$ cat config.mk
export PLATFORM = sky130hd
export DESIGN_NAME = dds_lut_reader
export DESIGN_NICKNAME = d
export VERILOG_FILES = /design/src/rtl/dds_lut_reader.sv
export SDC_FILE = /design/constraint.sdc
export NUM_CORES = 1
export LEC_CHECK = 0
export CAP_MARGIN = 20
export CORE_MARGIN = 8
export CORE_UTILIZATION = 40
export CTS_CLUSTER_DIAMETER = 50
export DETAILED_ROUTE_END_ITERATION = 12
export SLEW_MARGIN = 10
export SYNTH_ARGS = -nofsm -noshare
export SYNTH_HDL_FRONTEND = slang
export SYNTH_SLANG_ARGS = --single-unit
$ cat constraint.sdc
create_clock -name clk -period 4.1 [get_ports clk]
set_input_delay 0.82 -clock clk [delete_from_list [all_inputs] [get_ports clk]]
set_output_delay 0.82 -clock clk [all_outputs]
set_load 0.03 [all_outputs]
$ cat src/rtl/dds_lut_reader.sv
// dds_lut_reader
//   DDS read stage. Steps a phase accumulator and turns its top ADDR_W bits
//   plus a phase offset into read addresses on port B of the waveform RAM.
//   The looked-up samples leave on a valid/ready stream.
//   Reads are issued only while the skid FIFO has room for every read still
//   in flight, so a downstream stall never drops or duplicates a sample.
//
// Ports
//   clk, rst_n           clock, asynchronous active-low reset
//   start / stop         one-cycle pulses; stop wins when both are high
//   fword, pword         tuning word and phase offset (in LUT entries)
//   fword_upd            capture fword/pword into shadow; applied on next wrap
//   ram_web/ram_dinb     port B write side, tied off
//   ram_addrb/ram_doutb  port B read address (registered) / read data
//   sample, sample_valid, sample_ready   output stream
//   busy                 high outside IDLE
//   wrap                 one-cycle pulse on accumulator carry-out
module dds_lut_reader #(
  parameter int DATA_WIDTH  = 8,
  parameter int DATA_DEPTH  = 256,
  parameter int PHASE_WIDTH = 32,
  parameter int RAM_LATENCY = 1,
  localparam int ADDR_W     = $clog2(DATA_DEPTH)
) (
  input  logic                   clk,
  input  logic                   rst_n,
  input  logic                   start,
  input  logic                   stop,
  input  logic [PHASE_WIDTH-1:0] fword,
  input  logic [ADDR_W-1:0]      pword,
  input  logic                   fword_upd,
  output logic                   ram_web,
  output logic [ADDR_W-1:0]      ram_addrb,
  output logic [DATA_WIDTH-1:0]  ram_dinb,
  input  logic [DATA_WIDTH-1:0]  ram_doutb,
  output logic [DATA_WIDTH-1:0]  sample,
  output logic                   sample_valid,
  input  logic                   sample_ready,
  output logic                   busy,
  output logic                   wrap
);

  localparam int FIFO_DEPTH = RAM_LATENCY + 2;
  localparam int PTR_W      = (FIFO_DEPTH > 1) ? $clog2(FIFO_DEPTH) : 1;
  localparam int CNT_W      = $clog2(FIFO_DEPTH + 1);

  typedef enum logic [1:0] {IDLE, RUN, DRAIN} state_t;

  state_t                  state;
  logic [PHASE_WIDTH-1:0]  acc, fw_act, fw_sh, acc_sum;
  logic [ADDR_W-1:0]       pw_act, pw_sh;
  logic                    pend, carry;

  // vld_pipe[0] rides with ram_addrb; vld_pipe[RAM_LATENCY] lines up with ram_doutb
  logic [RAM_LATENCY:0]    vld_pipe;
  logic [DATA_WIDTH-1:0]   fifo_mem [FIFO_DEPTH];
  logic [PTR_W-1:0]        wr_ptr, rd_ptr;
  logic [CNT_W-1:0]        fifo_cnt;

  logic exit_vld, out_free, from_fifo, pop, push, start_go, credit, issue;
  int   occ;

  function automatic logic [PTR_W-1:0] ptr_inc(input logic [PTR_W-1:0] p);
    return (p == PTR_W'(FIFO_DEPTH - 1)) ? '0 : p + 1'b1;
  endfunction

  assign ram_web  = 1'b0;
  assign ram_dinb = '0;
  assign busy     = (state != IDLE);

  assign {carry, acc_sum} = {1'b0, acc} + {1'b0, fw_act};

  assign exit_vld  = vld_pipe[RAM_LATENCY];
  assign out_free  = !sample_valid || sample_ready;
  assign from_fifo = (fifo_cnt != '0);
  // Output register takes the FIFO head, or the arriving read directly when
  // the FIFO is empty (keeps first-sample latency at RAM_LATENCY+1).
  assign pop       = out_free && (from_fifo || exit_vld);
  assign push      = exit_vld && !(pop && !from_fifo);

  // Every in-flight read must have a FIFO slot waiting for it.
  assign occ       = $countones(vld_pipe) + int'(fifo_cnt);
  assign credit    = (occ - int'(pop)) < FIFO_DEPTH;

  assign start_go  = (state == IDLE) && start && !stop;
  // At start the pipeline is empty, so the first read always has credit.
  assign issue     = start_go || ((state == RUN) && !stop && credit);

  always_ff @(posedge clk or negedge rst_n) begin
    if (!rst_n) begin
      state     <= IDLE;
      acc       <= '0;
      fw_act    <= '0;
      pw_act    <= '0;
      fw_sh     <= '0;
      pw_sh     <= '0;
      pend      <= 1'b0;
      ram_addrb <= '0;
      wrap      <= 1'b0;
    end else begin
      wrap <= 1'b0;
      case (state)
        IDLE: if (start_go) begin
          // acc restarts at 0: first address is pword, next acc is fword
          acc       <= fword;
          fw_act    <= fword;
          pw_act    <= pword;
          pend      <= 1'b0;
          ram_addrb <= pword;
          state     <= RUN;
        end
        RUN: begin
          if (fword_upd) begin
            fw_sh <= fword;
            pw_sh <= pword;
            pend  <= 1'b1;
          end
          if (issue) begin
            ram_addrb <= acc[PHASE_WIDTH-1 -: ADDR_W] + pw_act;
            acc       <= acc_sum;
            if (carry) begin
              wrap <= 1'b1;
              // retune lands on the wrap; an update arriving this same edge stays pending
              if (pend) begin
                fw_act <= fw_sh;
                pw_act <= pw_sh;
                pend   <= fword_upd;
              end
            end
          end
          if (stop) state <= DRAIN;
        end
        DRAIN: if (vld_pipe == '0 && fifo_cnt == '0) state <= IDLE;
        default: state <= IDLE;
      endcase
    end
  end

  always_ff @(posedge clk or negedge rst_n) begin
    if (!rst_n) begin
      vld_pipe     <= '0;
      wr_ptr       <= '0;
      rd_ptr       <= '0;
      fifo_cnt     <= '0;
      sample       <= '0;
      sample_valid <= 1'b0;
    end else begin
      vld_pipe <= {vld_pipe[RAM_LATENCY-1:0], issue};
      if (push) wr_ptr <= ptr_inc(wr_ptr);
      if (pop && from_fifo) rd_ptr <= ptr_inc(rd_ptr);
      fifo_cnt <= fifo_cnt + CNT_W'(push) - CNT_W'(pop && from_fifo);
      if (pop) begin
        sample       <= from_fifo ? fifo_mem[rd_ptr] : ram_doutb;
        sample_valid <= 1'b1;
      end else if (sample_ready) begin
        sample_valid <= 1'b0;
      end
    end
  end

  // Storage needs no reset: pointers and count define what is valid.
  always_ff @(posedge clk) begin
    if (push) fifo_mem[wr_ptr] <= ram_doutb;
  end

endmodule

==> impl_results.md, run 1 <==
- Power Density: 928 nW/µm²
- Max-slew headroom: between 20 and 30%
- Clock share of power: between 10% and 20%
- Clock Path Buffers: 2
- Endpoints failing hold: 0
- Critical path startpoint category: primary input
- DIE AREA: 27500 µm²
- Xor/xnor share of the synthesized area: ~2.8%
- Root buffer cell: clkbuf_16
- RSZ-0062 raised after global routing: no
- DP Wirelength: 15.0 mm
- WP data required: ~4.4 ns
- Post-DRT Antenna Nets: 0
- Utilization after layout: ~48%
- Initial core utilization: 40.2%
- R2R cell count: 12
- Comb pwr share: about 55%
- Yosys warnings: 0
- First-pass GRT wire length: ~36 mm
- Highest routed metal layer: met4
- Shortest period the worst path allows: around 3.8 ns
- I/O pins: 82
- CTS tree: built
- I/O Buffers: around 70
- CP max-delay cell: fa_1
- Worst-Skew Late Latency: about 0.44 ns
- Post-synthesis compound-gate area fraction: between 10% and 20%
- Tcrit/Tclk final: ~90%
- Most frequent CP cell: fa_1
- Post-CTS Setup Inserts: 0
- Mapped Avg Cell Area: 10.6 µm²
- Final setup viols: 0
- Worst VDD drop: 0.367 mV
- Met1 WL: 10.4 mm
- DRT iter0 DRCs: between 400 and 500
- Final max-slew violation count: 0
- Num CTS Buffers: 17
- Multiplexer share of the synthesized area: 7.04%
- Initial antenna violation count: 0
- Area delta synth->final: 18.8%
- Status: completed
- Vias in the first global route: a little under 7000
- #FFs+latches synth: about 170
- Worst Skew: ~0.014 ns
- P_leak: 4.40 nW
- Worst hold path class: reg2reg
- Sw power: 0.00425 W
- Seq/Total Area, Yosys: a little under half
- Grt total ovfl: 0
- Die X: roughly 170 µm
- Worst-Margin Slew: about 1.1 ns
- Final worst slack: around 0.32 ns
- Die H: around 170 µm
- Worst-path clk slew: 0.07 ns
- Synth unique cells: 61
- Critical path peak fanout: 40
- Mapped Cells: 850
- Max-capacitance violation count: 0
- Ys async rst share: a little under nine tenths
- Fraction of layout cells with a size suffix above 1: 12.8%
- Via count: about 6600
- Cell row count: 55
- Via-to-Cell Ratio: 5.43
- Yosys top cell by area: dfrtp_1
- Routed wire length: 21.4 mm
- Simple-Gate Fraction of Synth Area: about 12%
- Core ar.: 22400 µm²
- FMAX: ~260 MHz
- Post-Synth Adder-Cell Area: 6.87%
- DR DRC count: 0
- H-tree Lvls: 4
- Internal: around 0.0057 W
- CTS Hold Bufs: 0
- Yosys top cell area share: ~39%
- Largest family of logic cells by synthesized area: compound AO/OA/AOI/OAI gates
- Nets: between 1000 and 1500
- Net Sw Frac: 42.8%
- Crit path capture type: flop
- Worst hold stages: 0
- Cell chain of the critical path: clkdlybuf4s50_1, nand2b_1, o31ai_2, inv_1, ha_1, fa_1, fa_1, nor2_1, o21ai_0, buf_4, and2_1, nand2_1, a21o_4, o221a_1
- Synth Flop Type: dfrtp_1
- Number of flops mapped to enable cells by yosys: 24
- Met2 routed WL: about 10 mm
- Sink Count: about 170
- Worst path arrival time: slightly above 4 ns
- Crit path largest cell delay: around 0.50 ns
- Total GRT Usage: around 16%
- Ant diodes: 0
- Type of the worst setup path: in2reg
- Met3 Wirelength: roughly 800 µm
- DR WL/cell: between 15 and 20 µm
- Post-route cell area: roughly 11000 µm²
- Pre-CTS setup slack: -0.130 ns
- Post-CTS sizing: 0
- Pwr Total: around 0.0099 W
- Post-Syn Area: approximately 9000 µm²
- Sequential share of power: between 20% and 30%
- Pin count of the biggest net entering global routing: 96
- Placed cell area: roughly 10000 µm²
- Ranking of synthesized cells by area: dfrtp_1, edfxtp_1, ha_1, mux2_2, o221a_1
- DRT Pass-1 Iters: 5
- GPL Wtd Cong: a little over 0.8
- Hold slack: a little over 0.4 ns
cells in the mapped netlist (2+ instances only):
library cell / n
a31oi_1: 12
mux2_2: 41
nor3b_1: 2
o21ai_0: 58
nor3_1: 10
xnor2_1: 25
xor2_1: 4
ha_1: 43
inv_1: 24
o22ai_1: 3
buf_4: 9
o21ai_2: 3
and2_1: 2
a22oi_1: 9
buf_6: 8
nand2b_1: 7
o31ai_1: 3
o41ai_1: 2
o211ai_1: 5
clkbuf_1: 32
fa_1: 4
nor2_1: 52
nand2_1: 62
and3_1: 10
o21bai_1: 5
o21a_1: 3
a211oi_1: 6
mux2i_1: 16
buf_1: 6
edfxtp_1: 24
nand4_1: 8
a21o_1: 20
nand3_1: 12
buf_2: 7
dfrtp_1: 141
a21oi_1: 63
or3_1: 43
o221a_1: 40
nor2b_1: 4
state kept, by name, summed over array words and instances (netlist names):
signal        flops
acc              32
fifo_cnt          2
fifo_mem         24
fw_act           32
fw_sh            32
pend              1
pw_act            8
pw_sh             8
ram_addrb         8
rd_ptr            2
sample            8
sample_valid      1
state             2
vld_pipe          2
wr_ptr            2
wrap              1
final cells by class:
cell class / instances / area (µm²)
Clock buffer: 17 / 425
Clock inverter: 15 / 178
Fill cell: 2076 / 11700
Inverter: 24 / 90.1
Multi-Input combinational cell: 607 / 4380
Sequential cell: 165 / 4250
Tap cell: 285 / 357
Timing Repair Buffer: 101 / 1000
routing by layer:
metal | vias up | global-route usage (%)
met2 | 138 | 25.4
met4 | 0 | 4.78
met5 | - | 0
li1 | 3257 | -
met1 | 3172 | 21.3
met3 | 21 | 3.33
path summary, 6_finish.rpt:
| path | start | end | slack, ns |
|---|---|---|---|
| hold reg to reg | vld_pipe[0]$_DFF_PN0_ | vld_pipe[1]$_DFF_PN0_ | 0.41 |
| min in group asynchronous | rst_n | fw_sh[16]$_DFFE_PN0P_ | 0.48 |
| hold / removal | vld_pipe[0]$_DFF_PN0_ | vld_pipe[1]$_DFF_PN0_ | 0.41 |
| setup reg to reg | fifo_cnt[0]$_DFF_PN0_ | pw_act[0]$_DFFE_PN0P_ | 0.60 |
| max in group asynchronous | rst_n | acc[28]$_DFFE_PN0P_ | 2.84 |
| setup / recovery | sample_ready | pw_act[0]$_DFFE_PN0P_ | 0.32 |
metrics by stage:
step / std cells / TNS [ns]
after floorplan: 858 / 0
after global placement: 1181 / -0.515
after detailed placement: 1181 / -4.78
after CTS: 1213 / 0
after global routing: 1214 / 0
final: 1214 / 0
placed cells by master, fill, tap and decap left out, types with 10 or more instances in the layout:
cell type	count
a21o_1	20
a21oi_1	63
a31oi_1	12
and3_1	10
buf_4	24
clkbuf_16	17
clkdlybuf4s50_1	71
dfrtp_1	141
edfxtp_1	24
ha_1	43
inv_1	24
mux2_2	41
mux2i_1	16
nand2_1	61
nand3_1	12
nor2_1	51
nor3_1	10
o21ai_0	57
o221a_1	40
or3_1	43
xnor2_1	25
power groups by stage:
stage / clock network [W] / logic, W / registers (W)
final: 0.00162 / 0.00541 / 0.00289
after global routing: 0.00172 / 0.00603 / 0.00298
after CTS: 0.00165 / 0.00543 / 0.00289
after floorplan: 0 / 0.00400 / 0.00288
after detailed placement: 0 / 0.00540 / 0.00291
after global placement: 0 / 0.00532 / 0.00290
cells by family (layout without fill, tap and decap cells):
kind of cell / after synthesis / in the layout
AO/OA/AOI/OAI: 249 / 249
XOR/XNOR: 29 / 29
adder cells (fa/ha/maj): 47 / 47
buffers and inverters: 86 / 157
flip-flops: 165 / 165
multiplexers: 58 / 58
other: 1 / 9
AND/OR/NAND/NOR: 215 / 215
critical path, delay by kind of cell:
family | cells | cell delay, ns
fa+ha+maj | 3 | 1.19
buf+inv | 3 | 0.63
simple gates | 4 | 0.49
compound gates | 4 | 0.95
No activity file was read; power rests on OpenSTA's default activity.
==> run 2: changes to the inputs <==
--- a/config.mk
+++ b/config.mk
@@ -6,4 +6,5 @@
 export NUM_CORES = 1
 export LEC_CHECK = 0
+export ABC_AREA = 1
 export CAP_MARGIN = 20
 export CORE_MARGIN = 8
==> constraint.sdc (replaced) <==
create_clock -name clk -period 4.1 [get_ports clk]
set_input_delay 0.41 -clock clk [delete_from_list [all_inputs] [get_ports clk]]
set_output_delay 0.41 -clock clk [all_outputs]
set_load 0.03 [all_outputs]
==> run 2 against run 1 <==
The flow now finishes with violations (hold timing). Combinational power grew 7.6%. Synthesized cell count grew 60%. Worst hold slack lost 0.43 ns. Final area grew 8.4%. Power grew 4.0%. Die area grew 9.6%. Critical endpoint is now pend$_DFFE_PN0P_.
==> impl_results.md, run 2 <==
- Status: finished with violations
- Failing checks: hold timing
- Core ar.: 24400 µm² (+9.1%)
- Critical path peak fanout: 33 (-18%)
- Initial core utilization: 40.8% (+0.57 points)
- DR WL/cell: 14.9 µm (-15%)
- Total GRT Usage: 17.6% (+1.7 points)
- Fraction of layout cells with a size suffix above 1: 5.88% (-6.9 points)
- Routed wire length: 26.2 mm (+23%)
- Max-slew headroom: 43.0% (+15 points)
- Num CTS Buffers: 17 (unchanged)
- Met2 routed WL: 12.3 mm (+25%)
- DIE AREA: 30200 µm² (+9.6%)
- Nets: 1517 (+49%)
- Crit path capture type: flop
- Highest routed metal layer: met4
- Final worst slack: 0.834 ns (+0.517 ns)
- Met1 WL: 12.8 mm (+23%)
- Grt total ovfl: 0 (unchanged)
- Mapped Cells: 1358 (+60%)
- Placed cell area: 10900 µm² (+8.8%)
- Critical path startpoint category: flop
- H-tree Lvls: 4 (unchanged)
- FMAX: 306 MHz (+16%)
- Die X: 174 µm (+4.7%)
- Sink Count: 165 (unchanged)
- Vias in the first global route: 8596 (+26%)
- #FFs+latches synth: 165 (unchanged)
- Ant diodes: 0 (unchanged)
- Synth unique cells: 39 (-36%)
- Seq/Total Area, Yosys: 42.7% (-4.5 points)
- Cell row count: 57 (+3.6%)
- Post-route cell area: 11600 µm² (+8.4%)
- Initial antenna violation count: 0 (unchanged)
- Most common cell in the synthesized netlist: nand2_1
- Sum of negative setup slack: 0 ns (unchanged)
- Via count: 8667 (+32%)
- Worst Skew: 0.0152 ns (+0.00120 ns)
- RSZ-0062 raised after global routing: no
- Tcrit/Tclk final: 79.7% (-13 points)
- DRT iter0 DRCs: 549 (+24%)
- Ranking of synthesized cells by area: dfrtp_1, nand2_1, edfxtp_1, inv_1, ha_1
- Final setup viols: 0 (unchanged)
- Ys async rst share: 85.5% (unchanged)
- Mapped Avg Cell Area: 7.33 µm² (-31%)
- Reg2Reg Setup Slack: 0.83 ns (+0.23 ns)
- Yosys top cell area share: 35.5% (-3.8 points)
- Met3 Wirelength: 807 µm (+1.4%)
- Post-CTS sizing: 0 (unchanged)
- Synth Flop Type: dfrtp_1
- CTS Hold Bufs: 0 (unchanged)
- Endpoints failing hold: 3 (+3)
- Final non-filler cell total: 1753 (+44%)
- Worst-Margin Slew: 0.855 ns (-0.218 ns)
- Hold slack: -0.0184 ns (-0.431 ns)
- Yosys warnings: 0 (unchanged)
- Final max-slew violation count: 0 (unchanged)
- P_leak: 5.88 nW (+34%)
- Clock Path Buffers: 2 (unchanged)
- I/O Buffers: 72 (unchanged)
- Post-CTS Setup Inserts: 0 (unchanged)
- Power Density: 890 nW/µm² (-4.1%)
- I/O pins: 82 (unchanged)
- Post-DRT Antenna Nets: 0 (unchanged)
- Type of the worst setup path: reg2reg
- First-pass GRT wire length: 44.0 mm (+22%)
- Via-to-Cell Ratio: 4.94 (-8.9%)
- Worst VDD drop: 0.362 mV (-1.3%)
- DP Wirelength: 18.8 mm (+25%)
- GPL Wtd Cong: 0.917 (+10%)
- Dpl cells: 1721 (+46%)
- Shortest period the worst path allows: 3.27 ns (-0.517 ns)
- Worst-Skew Late Latency: 0.44 ns (about the same)
- DR DRC count: 0 (unchanged)
- Worst hold path class: in2async
- Worst path arrival time: 3.57 ns (-0.53 ns)
- CTS tree: built
- Root buffer cell: clkbuf_16
- R2R cell count: 15 (+3)
- Most common cell after layout, fill and taps aside: nand2_1
- Area delta synth->final: 16.4%
- FILL cells: 2546 (+23%)
- Max-capacitance violation count: 0 (unchanged)
- Commonest cells in the netlist: nand2_1, inv_1, dfrtp_1
- Number of flops mapped to enable cells by yosys: 24 (unchanged)
- Yosys top cell by area: dfrtp_1
- Post-Syn Area: 9950 µm² (+11%)
- DRT Pass-1 Iters: 5 (unchanged)
- Pin count of the biggest net entering global routing: 88 (-8.3%)
- Largest registers: acc (32), fw_act (32), fw_sh (32)
- Worst-path clk slew: 0.08 ns (about the same)
- Die H: 174 µm (+4.7%)
- WP data required: 4.40 ns (-0.02 ns)
- Pre-CTS setup slack: 0.399 ns (+0.529 ns)
- Most frequent cells in the layout: nand2_1, inv_1, dfrtp_1, nor2_1, a21oi_1
[run 2: cell types whose count changed in the layout (fill, tap and decap cells not counted), sizes merged, moves of 21 or more]
| cell | before | now |
|---|---|---|
| xnor2 | 25 | 1 |
| nand3 | 12 | 69 |
| a21o | 21 | 0 |
| or3 | 43 | 0 |
| inv | 32 | 190 |
| mux2 | 42 | 11 |
| nand4 | 8 | 44 |
| o221a | 41 | 0 |
| nor2 | 52 | 93 |
| nand2 | 62 | 475 |
| a21oi | 64 | 88 |
[run 2: critical path, cell delays in order (launching register included)]
cell and delay [ns]:
dfrtp_1 0.41, inv_1 0.08, nor2_1 0.06, a21oi_1 0.22, ha_1 0.29, fa_1 0.41, fa_1 0.49, a2bb2oi_1 0.14
o21ai_0 0.09, nand3_1 0.09, nand2_2 0.07, inv_2 0.09, buf_4 0.35, nand3_1 0.17, nand3_1 0.11, nand2_1 0.05
[run 2: layout make-up]
cell class / count / area (µm²) / share of cell area, %
well taps: 324 / 405 / 3.50
clock buffers: 17 / 425 / 3.67
flip-flops and latches: 165 / 4250 / 36.7
clock inverters: 15 / 211 / 1.83
inverters: 182 / 683 / 5.90
repair buffers: 88 / 855 / 7.38
multi-input cells: 962 / 4760 / 41.1
[run 2: worst paths after layout]
check                                              start                      to
worst max-delay path            sample_valid$_DFFE_PN0P_        pend$_DFFE_PN0P_
worst min-delay path                               rst_n   sample[6]$_DFFE_PN0P_
worst max register to register  sample_valid$_DFFE_PN0P_        pend$_DFFE_PN0P_
worst min register to register     vld_pipe[0]$_DFF_PN0_   vld_pipe[1]$_DFF_PN0_
max in group asynchronous                          rst_n  fw_act[25]$_DFFE_PN0P_
min in group clk                   vld_pipe[0]$_DFF_PN0_   vld_pipe[1]$_DFF_PN0_
[run 2: cell families (layout without fill, tap and decap cells)]
logic type | count (synthesis) | in the layout | share of synthesized area [%]
compound gates | 182 | 182 | 9.86
other cells | 1 | 9 | 0.0377
flops | 165 | 165 | 42.7
xor+xnor | 6 | 6 | 0.528
simple gates | 707 | 707 | 29.6
buf+inv | 239 | 302 | 9.83
mux | 11 | 11 | 1.24
fa+ha+maj | 47 | 47 | 6.21
[run 2: where the power goes]
group	leakage (nW)	switching (W)	internal, W
sequential	1.91	0.000434	0.00235
combinational	3.66	0.00380	0.00203
clock	0.306	0.000851	0.000853
[run 2: through the flow]
stage               hold WS (ns)  total power (W)  utilization (%)
finish                   -0.0184           0.0103             47.5
global route               0.100           0.0113             47.5
CTS                       0.0634           0.0104             47.5
detailed placement         0.364          0.00864             44.9
global placement           0.359          0.00855             44.9
floorplan                  0.114          0.00705                -
[run 2: metal layers]
layer  up-vias  GRT usage [%]
met3        17           3.09
met4         0           4.10
met2       124           29.2
met5         -              0
met1      4081           23.4
li1       4445              -
